===== src/rtl/pixel_write_queue.sv =====
// pixel_write_queue: range-checks fractal pixels, queues them in a FIFO
// and issues single-beat SDRAM bridge writes with an ack handshake.
module pixel_write_queue #(
    parameter int FIFO_DEPTH = 8,
    parameter int H_RES      = 640,
    parameter int V_RES      = 480
) (
    input  logic        CLK,
    input  logic        RESET_N,
    input  logic        PIX_VALID,
    output logic        PIX_READY,
    input  logic [9:0]  PIX_X,
    input  logic [8:0]  PIX_Y,
    input  logic [7:0]  PIX_I,
    input  logic        PIX_LAST,
    output logic [18:0] BR_ADDRESS,
    output logic [1:0]  BR_BYTE_EN,
    output logic [15:0] BR_WRITE_DATA,
    output logic        BR_WRITE,
    input  logic        BR_ACK,
    output logic [15:0] DROP_CNT,
    output logic        FRAME_DONE,
    output logic        BUSY
);

    localparam int AW = $clog2(FIFO_DEPTH);
    localparam int CW = AW + 1;
    localparam logic [CW-1:0] FULL_CNT = CW'(FIFO_DEPTH);

    typedef struct packed {
        logic        last;
        logic        drop;
        logic [18:0] addr;
        logic [7:0]  data;
    } entry_t;

    typedef enum logic {IDLE, WRITE} state_t;

    state_t      state_q, state_d;
    entry_t      mem_q [FIFO_DEPTH];
    entry_t      in_entry;
    entry_t      head;
    logic [AW-1:0] wr_ptr_q, rd_ptr_q;
    logic [CW-1:0] count_q, count_d;
    logic        push, pop, load, done_d;
    logic        last_q, done_q;
    logic [18:0] addr_q;
    logic [1:0]  be_q;
    logic [15:0] data_q;
    logic [15:0] drop_q, drop_d;
    logic [18:0] y_ext, x_ext;

    assign PIX_READY     = (count_q != FULL_CNT);
    assign push          = PIX_VALID && PIX_READY;
    assign head          = mem_q[rd_ptr_q];
    assign BR_WRITE      = (state_q == WRITE);
    assign BR_ADDRESS    = addr_q;
    assign BR_BYTE_EN    = be_q;
    assign BR_WRITE_DATA = data_q;
    assign DROP_CNT      = drop_q;
    assign FRAME_DONE    = done_q;
    assign BUSY          = (count_q != '0) || (state_q == WRITE);
    assign y_ext         = {10'd0, PIX_Y};
    assign x_ext         = {9'd0, PIX_X};

    // Build the queue entry for the incoming pixel: range check and address.
    always_comb begin
        in_entry      = '0;
        in_entry.last = PIX_LAST;
        in_entry.drop = (PIX_X >= 10'(H_RES)) || (PIX_Y >= 9'(V_RES));
        in_entry.addr = y_ext * 19'(H_RES) + x_ext;
        in_entry.data = PIX_I;
    end

    // FIFO storage; no reset needed since count gates every read.
    always_ff @(posedge CLK) begin
        if (push) begin
            mem_q[wr_ptr_q] <= in_entry;
        end
    end

    // Occupancy and saturating drop counter next-state.
    always_comb begin
        count_d = count_q;
        unique case ({push, pop})
            2'b10:   count_d = count_q + 1'b1;
            2'b01:   count_d = count_q - 1'b1;
            default: count_d = count_q;
        endcase
        drop_d = drop_q;
        if (push && in_entry.drop && (drop_q != 16'hFFFF)) begin
            drop_d = drop_q + 1'b1;
        end
    end

    // FIFO pointers, occupancy and drop counter.
    always_ff @(posedge CLK or negedge RESET_N) begin
        if (!RESET_N) begin
            wr_ptr_q <= '0;
            rd_ptr_q <= '0;
            count_q  <= '0;
            drop_q   <= '0;
        end else begin
            if (push) wr_ptr_q <= wr_ptr_q + 1'b1;
            if (pop)  rd_ptr_q <= rd_ptr_q + 1'b1;
            count_q <= count_d;
            drop_q  <= drop_d;
        end
    end

    // Write FSM: pop head, retire drops at once, else hold a bus write to ack.
    always_comb begin
        state_d = state_q;
        pop     = 1'b0;
        load    = 1'b0;
        done_d  = 1'b0;
        unique case (state_q)
            IDLE: begin
                if (count_q != '0) begin
                    pop = 1'b1;
                    if (head.drop) begin
                        done_d = head.last;
                    end else begin
                        load    = 1'b1;
                        state_d = WRITE;
                    end
                end
            end
            WRITE: begin
                if (BR_ACK) begin
                    state_d = IDLE;
                    done_d  = last_q;
                end
            end
        endcase
    end

    // FSM state, bus write registers and frame-done pulse.
    always_ff @(posedge CLK or negedge RESET_N) begin
        if (!RESET_N) begin
            state_q <= IDLE;
            last_q  <= 1'b0;
            addr_q  <= '0;
            be_q    <= '0;
            data_q  <= '0;
            done_q  <= 1'b0;
        end else begin
            state_q <= state_d;
            done_q  <= done_d;
            if (load) begin
                last_q <= head.last;
                addr_q <= head.addr;
                be_q   <= head.addr[0] ? 2'b10 : 2'b01;
                data_q <= {head.data, head.data};
            end
        end
    end

endmodule


===== config.mk =====
export PLATFORM = sky130hd
export DESIGN_NAME = pixel_write_queue
export DESIGN_NICKNAME = d
export VERILOG_FILES = /design/src/rtl/pixel_write_queue.sv
export SDC_FILE = /design/constraint.sdc
export NUM_CORES = 1
export LEC_CHECK = 0
export ABC_AREA = 1
export BUFFER_PORTS_ARGS = -buffer_cell sky130_fd_sc_hd__buf_4
export CORE_ASPECT_RATIO = 1.75
export CORE_MARGIN = 3
export CORE_UTILIZATION = 52
export DETAILED_ROUTE_END_ITERATION = 16
export HOLD_SLACK_MARGIN = 0.12
export PLACE_DENSITY_LB_ADDON = 0.12
export SYNTH_ARGS = -nofsm -noshare
export SYNTH_HDL_FRONTEND = slang
export SYNTH_SLANG_ARGS = --single-unit

===== constraint.sdc =====
create_clock -name CLK -period 5.4 [get_ports CLK]
set_input_delay 0.27 -clock CLK [delete_from_list [all_inputs] [get_ports CLK]]
set_output_delay 0.27 -clock CLK [all_outputs]
set_load 0.05 [all_outputs]

# [Word-level counts from Yosys, hierarchy flattened]
# Memories as Yosys holds them, arrays and structs flattened.
# Index checks and enable logic that the tools add are counted.
# W data, S select, Z words.
[word_totals] out_inout_bits=57 mem_count=1 input_bits=32 latchBits=0 mem_bits_ro=0 ram_bits=232 register_bits=66 word_cells=47
[mem_list] name="mem_q" depth=8 width=29 read_ports=1 rd_ports_with_merged_regs=0 wr=1 line="40" text="entry_t mem_q [FIFO_DEPTH];"
[classes] n_div=0 reduce_logical=7 n_shift=0 addsub=6 mul=1 n_lt_le_gt_ge=2 bitwise=1 mux=15 n_eq_ne=4
[ops] op="$add A19 B10 Y19" count=1
[ops] op="$add A16 B1 Y16 const B" count=1
[ops] op="$ne A16 B16 Y1 const B" count=1
[ops] op="$mul A9 B3 Y12 const B" count=1
[ops] op="$mux W1" count=11
[ops] op="$ge A10 B10 Y1 const B" count=1
[ops] op="$ge A9 B9 Y1 const B" count=1
[ops] op="$pmux W4 S2" count=1
[ops] op="$add A3 B1 Y3 const B" count=2
[ops] op="$add A4 B1 Y4 const B" count=1
[ops] op="$ne A4 B4 Y1 const B" count=1
[ops] op="$pmux W1 S2" count=2
[ops] op="$reduce_bool A4 Y1" count=1
[ops] op="$sub A4 B1 Y4 const B" count=1
[ops] op="$logic_and A1 B1 Y1" count=3
[ops] op="$eq A2 B1 Y1 const B" count=1
[ops] op="$eq A2 B2 Y1 const B" count=1
[ops] op="$logic_or A1 B1 Y1" count=2
[ops] op="$mux W2" count=1
[ops] op="$reduce_bool A2 Y1" count=1
[ops] op="$not A1 Y1" count=1

# [Longest topological paths before layout]
[logic_depth] depth_word=5 depth_mapped=13 mapped_depth_nobuf=13

# [Worst setup path before layout]
# Ideal clock, no wire load.
[synth_path] kind="register to register" start="register count_q[1]" end="memory mem_q[0][0] in the netlist's numbering, enable pin" path_buffers=0 period_less_slack_ns=2.863 path_stages_with_launch=6 arrival_ns=2.448 setup_time_ns=0.415 slack_ns=2.537 cell_sequence="dfrtp_1 inv_1 nand4_2 nand2_2 or2_2 nor2_1"
[synth_via] elab_chain_cells=4
[synth_rtl] item="start, declared" line="44" text="logic [CW-1:0] count_q, count_d;"
[synth_rtl] item="start signal, assigned" line="106" text="count_q <= count_d;"
[synth_rtl] item="$ne A4 B4 Y1" line="53" text="assign PIX_READY = (count_q != FULL_CNT);"
[synth_rtl] item="net PIX_READY" line="11" text="output logic PIX_READY,"
[synth_rtl] item="$logic_and A1 B1 Y1" line="54" text="assign push = PIX_VALID && PIX_READY;"
[synth_rtl] item="$mux W1" line="77" text="if (push) begin"
[synth_rtl] item="$mux W1 (implied by the code)" line="78" text="mem_q[wr_ptr_q] <= in_entry;"
[synth_rtl] item="end, declared" line="40"
# The timed path passes the listed nets, and every way through them passes these cells.

# [Worst setup path in the final report]
[layout_path] start="register rd_ptr_q[0]" end="register state_q (netlist: BR_WRITE)"
[layout_via] elab_chain_cells=4
[layout_rtl] item="start, declared" line="43" text="logic [AW-1:0] wr_ptr_q, rd_ptr_q;"
[layout_rtl] item="start signal, assigned" line="105" text="if (pop) rd_ptr_q <= rd_ptr_q + 1'b1;"
[layout_rtl] item="$mem_v2 Z8 W29"
[layout_rtl] item="$mux W1" line="121" text="if (head.drop) begin"
[layout_rtl] item="$mux W1" line="119" text="if (count_q != '0) begin"
[layout_rtl] item="$pmux W1 S2" line="117" text="unique case (state_q)"
[layout_rtl] item="net state_d" line="39" text="state_t state_q, state_d;"
[layout_rtl] item="end signal, assigned" line="148" text="state_q <= state_d;"
[layout_rtl] item="end, declared" line="39"
# The timed path passes the listed nets, and every way through them passes these cells.
# A chain may end at the register's enable or synchronous reset.

==> metrics.csv <==
stage,metric,value,unit
clock_tree,cts_tree,yes,
routing,avgRoutedWirePerCell,17.80,um
layout,final_common_cell,edfxtp_1,
clock_tree,path_clk_slew,0.07,ns
sta,rsz0062_at_grt,no,
sta,hold_ws,0.1239,ns
yosys,syn-mean-instance-area,11.47,um2
routing,firstDrtPassIters,5,
floorplan,initial_utilization,53.19,%
placed_design,io_buffer_count,88,
layout,antenna_cells,0,
power,powerDensity,568.0,mW/mm2
yosys,synth_cell_types,36,
layout,utilization,60.91,%
routing,wl,26600,um
sta,worstMarginPinSlew,1.096,ns
yosys,syn_nets,1144,
sta,setup_viol,0,
global_route,grt.overflow.total,0,
sta,worst_slack,2.589,ns
power,power_frac_comb,39.2,%
sta,fmax,355.7,MHz
power,seqPwrFrac,38.9,%
placed_design,placed_cells,1432,
floorplan,ios,89,
routing,drt_iter0_drc,526,
setup_path,arrival,3.19,ns
yosys,ys_warn_count,0,
layout,drive_above_1_share,14.44,%
routing,vias,8125,
yosys,syn-cell-area,0.01246,mm2
placed_design,placed_cell_area,0.01328,mm2
layout,fill_cells,1953,
yosys,syn-instance-count,1086,
floorplan,die-area,0.02593,mm2
clock_tree,ctsResizeCount,0,
hold_path,worstHoldPathCells,4,
floorplan,dieHeight,210.8,um
yosys,ys_seq_elements,289,
layout,fin_cells,1495,
yosys,synth_seq_area_share,67.36,%
setup_path,worst-path-max-fanout,118,
power,power,8.104,mW
setup_path,ff2ff_path_depth,9,
hold_path,hp-class,input port to flop,
sta,fin_setup_tns,0,ns
clock_tree,cts.htree.levels,1,
power,sw_frac_of_total,40.36,%
routing,drcViolationCount,0,
clock_tree,clockBufferDepth,3,
floorplan,rows,74,
global_route,grt_pass1_wl,42140,um
sta,min_period,2.811,ns
layout,final_nets,1231,
sta,relSlewSlack,26.95,%
power,clkPwrFrac,21.9,%
floorplan,dieWidth,123.0,um
sta,fin_crit_sh,52.06,%
layout,mostFrequentLayoutCells,"edfxtp_1, nor2_1, nand2_1, o21ai_0, buf_4",
power,p_int,4.833,mW
setup_path,cp-end-kind,flop,
routing,final_antenna_net_count,0,
clock_tree,clk_latency,0.53,ns
global_route,track_usage,20.92,%
sta,slew_violations,0,
placed_design,place.detailed.hpwl,15400,um
clock_tree,cts_hold_buf,18,
run,maxCapViolCount,0,
placed_design,routabilityCongestion,0.7692,
setup_path,cp.required,5.78,ns
setup_path,worstSetupPathType,flop to flop,
global_route,grt_antenna_before_repair,0,
placed_design,pre_cts_slack,2.538,ns
power,p_leak,5.433,nW
power,irDropWorstVdd,0.0003445,V
sta,fin_worst_skew,0.01326,ns
clock_tree,cts-root-buf,clkbuf_16,
layout,finalInstanceArea,0.01427,mm2
layout,area_delta_synth_final,14.50,%
clock_tree,cts_sinks,289,
floorplan,core-area,0.02343,mm2
global_route,grt_pass1_vias,8054,
routing,viasPerCell,5.435,
global_route,grt_max_degree,119,
power,switchingPower,3.271,mW
run_status,status,"finished, final reports clean",
sta,hold_viol,0,
clock_tree,post_cts_buffers,0,
setup_path,cp-start-kind,flop,
clock_tree,cts_buffers,25,
Yosys cell counts:
cell type / n / area share, %
nand3_1: 28 / 1.1
o21ai_0: 132 / 5.3
mux2_2: 1 / 0.090
clkbuf_2: 2 / 0.080
a21oi_1: 5 / 0.20
buf_6: 6 / 0.54
o211ai_1: 52 / 3.1
nor2_2: 2 / 0.10
ha_1: 23 / 2.3
xor2_1: 19 / 1.3
nand2_1: 160 / 4.8
clkbuf_1: 22 / 0.66
o21ai_2: 10 / 0.70
nor4_2: 1 / 0.10
nand4_1: 5 / 0.25
inv_4: 1 / 0.050
fa_1: 3 / 0.48
buf_2: 12 / 0.48
nand4_2: 1 / 0.10
nand3b_1: 1 / 0.060
edfxtp_1: 232 / 56
inv_1: 50 / 1.5
o21ai_1: 22 / 0.88
o22ai_1: 2 / 0.10
nor3_2: 1 / 0.080
xnor2_1: 6 / 0.42
xor2_2: 1 / 0.13
buf_1: 1 / 0.030
nor3_1: 7 / 0.28
a21o_1: 1 / 0.060
or2_2: 1 / 0.050
buf_4: 17 / 1.0
nand2_2: 3 / 0.15
inv_2: 1 / 0.030
dfrtp_1: 57 / 11
nor2_1: 198 / 6.0
worst max-delay path, stage by stage, from the launching register on:
cell	delay, ns
dfrtp_2	0.38
buf_4	0.78
nor2_1	0.12
nor2_1	0.12
o21ai_1	0.07
nand3_1	0.12
nand2_2	0.10
nand2_2	0.22
buf_4	0.52
o21ai_0	0.16
sequential cells by signal (all words and copies together) (netlist names):
signal         flops
count_q            4
FRAME_DONE         1
DROP_CNT          16
BR_WRITE           1
rd_ptr_q           3
BR_BYTE_EN         1
BR_WRITE_DATA      8
BR_ADDRESS        19
mem_q            232
wr_ptr_q           3
last_q             1
cells by family after synthesis:
group                    after synthesis  synth area share [%]
XOR/XNOR                              26                 1.888
buffers and inverters                112                 4.408
flip-flops                           289                 67.36
AND/OR/NAND/NOR                      408                 13.08
multiplexers                           1               0.09036
AO/OA/AOI/OAI                        224                 10.38
adder cells (fa/ha/maj)               26                 2.791
layer usage:
metal | wire length (um) | GRT usage [%] | vias to the layer above | part of all wire [%]
met5 | 0 | 0 | - | 0
met4 | 454 | 5.545 | 0 | 1.7
met3 | 1186 | 2.358 | 32 | 4.5
met2 | 14660 | 39.62 | 188 | 55
met1 | 10300 | 24.82 | 3958 | 39
li1 | - | - | 3947 | -
power groups by stage:
stage | combinational (mW) | clock [mW] | sequential (mW)
2_1_floorplan | 1.99 | 0 | 3.59
3_3_place_gp | 3.14 | 0 | 3.19
3_5_place_dp | 3.21 | 0 | 3.20
4_1_cts | 3.22 | 1.81 | 3.16
5_1_grt | 3.52 | 1.90 | 3.20
6_report | 3.17 | 1.78 | 3.15
path summary, 6_finish.rpt:
kind                               start             to  slack (ns)
max reg2reg                  rd_ptr_q[0]       BR_WRITE        2.59
min in group asynchronous        RESET_N       BR_WRITE        0.37
max in group asynchronous        RESET_N    rd_ptr_q[1]        4.46
min reg2reg                BR_ADDRESS[3]  BR_ADDRESS[3]        0.49
max                          rd_ptr_q[0]       BR_WRITE        2.59
min                            PIX_VALID    wr_ptr_q[0]        0.12
layout make-up:
class | count | area, um2 | share of cell area [%]
flip-flops and latches | 289 | 8396 | 58.84
inverters | 52 | 197.7 | 1.386
clock buffers | 27 | 633.1 | 4.437
repair buffers | 120 | 945.9 | 6.630
multi-input cells | 685 | 3538 | 24.80
well taps | 304 | 380.4 | 2.666
clock inverters | 18 | 176.4 | 1.237
No activity file was read; power rests on OpenSTA's default activity.
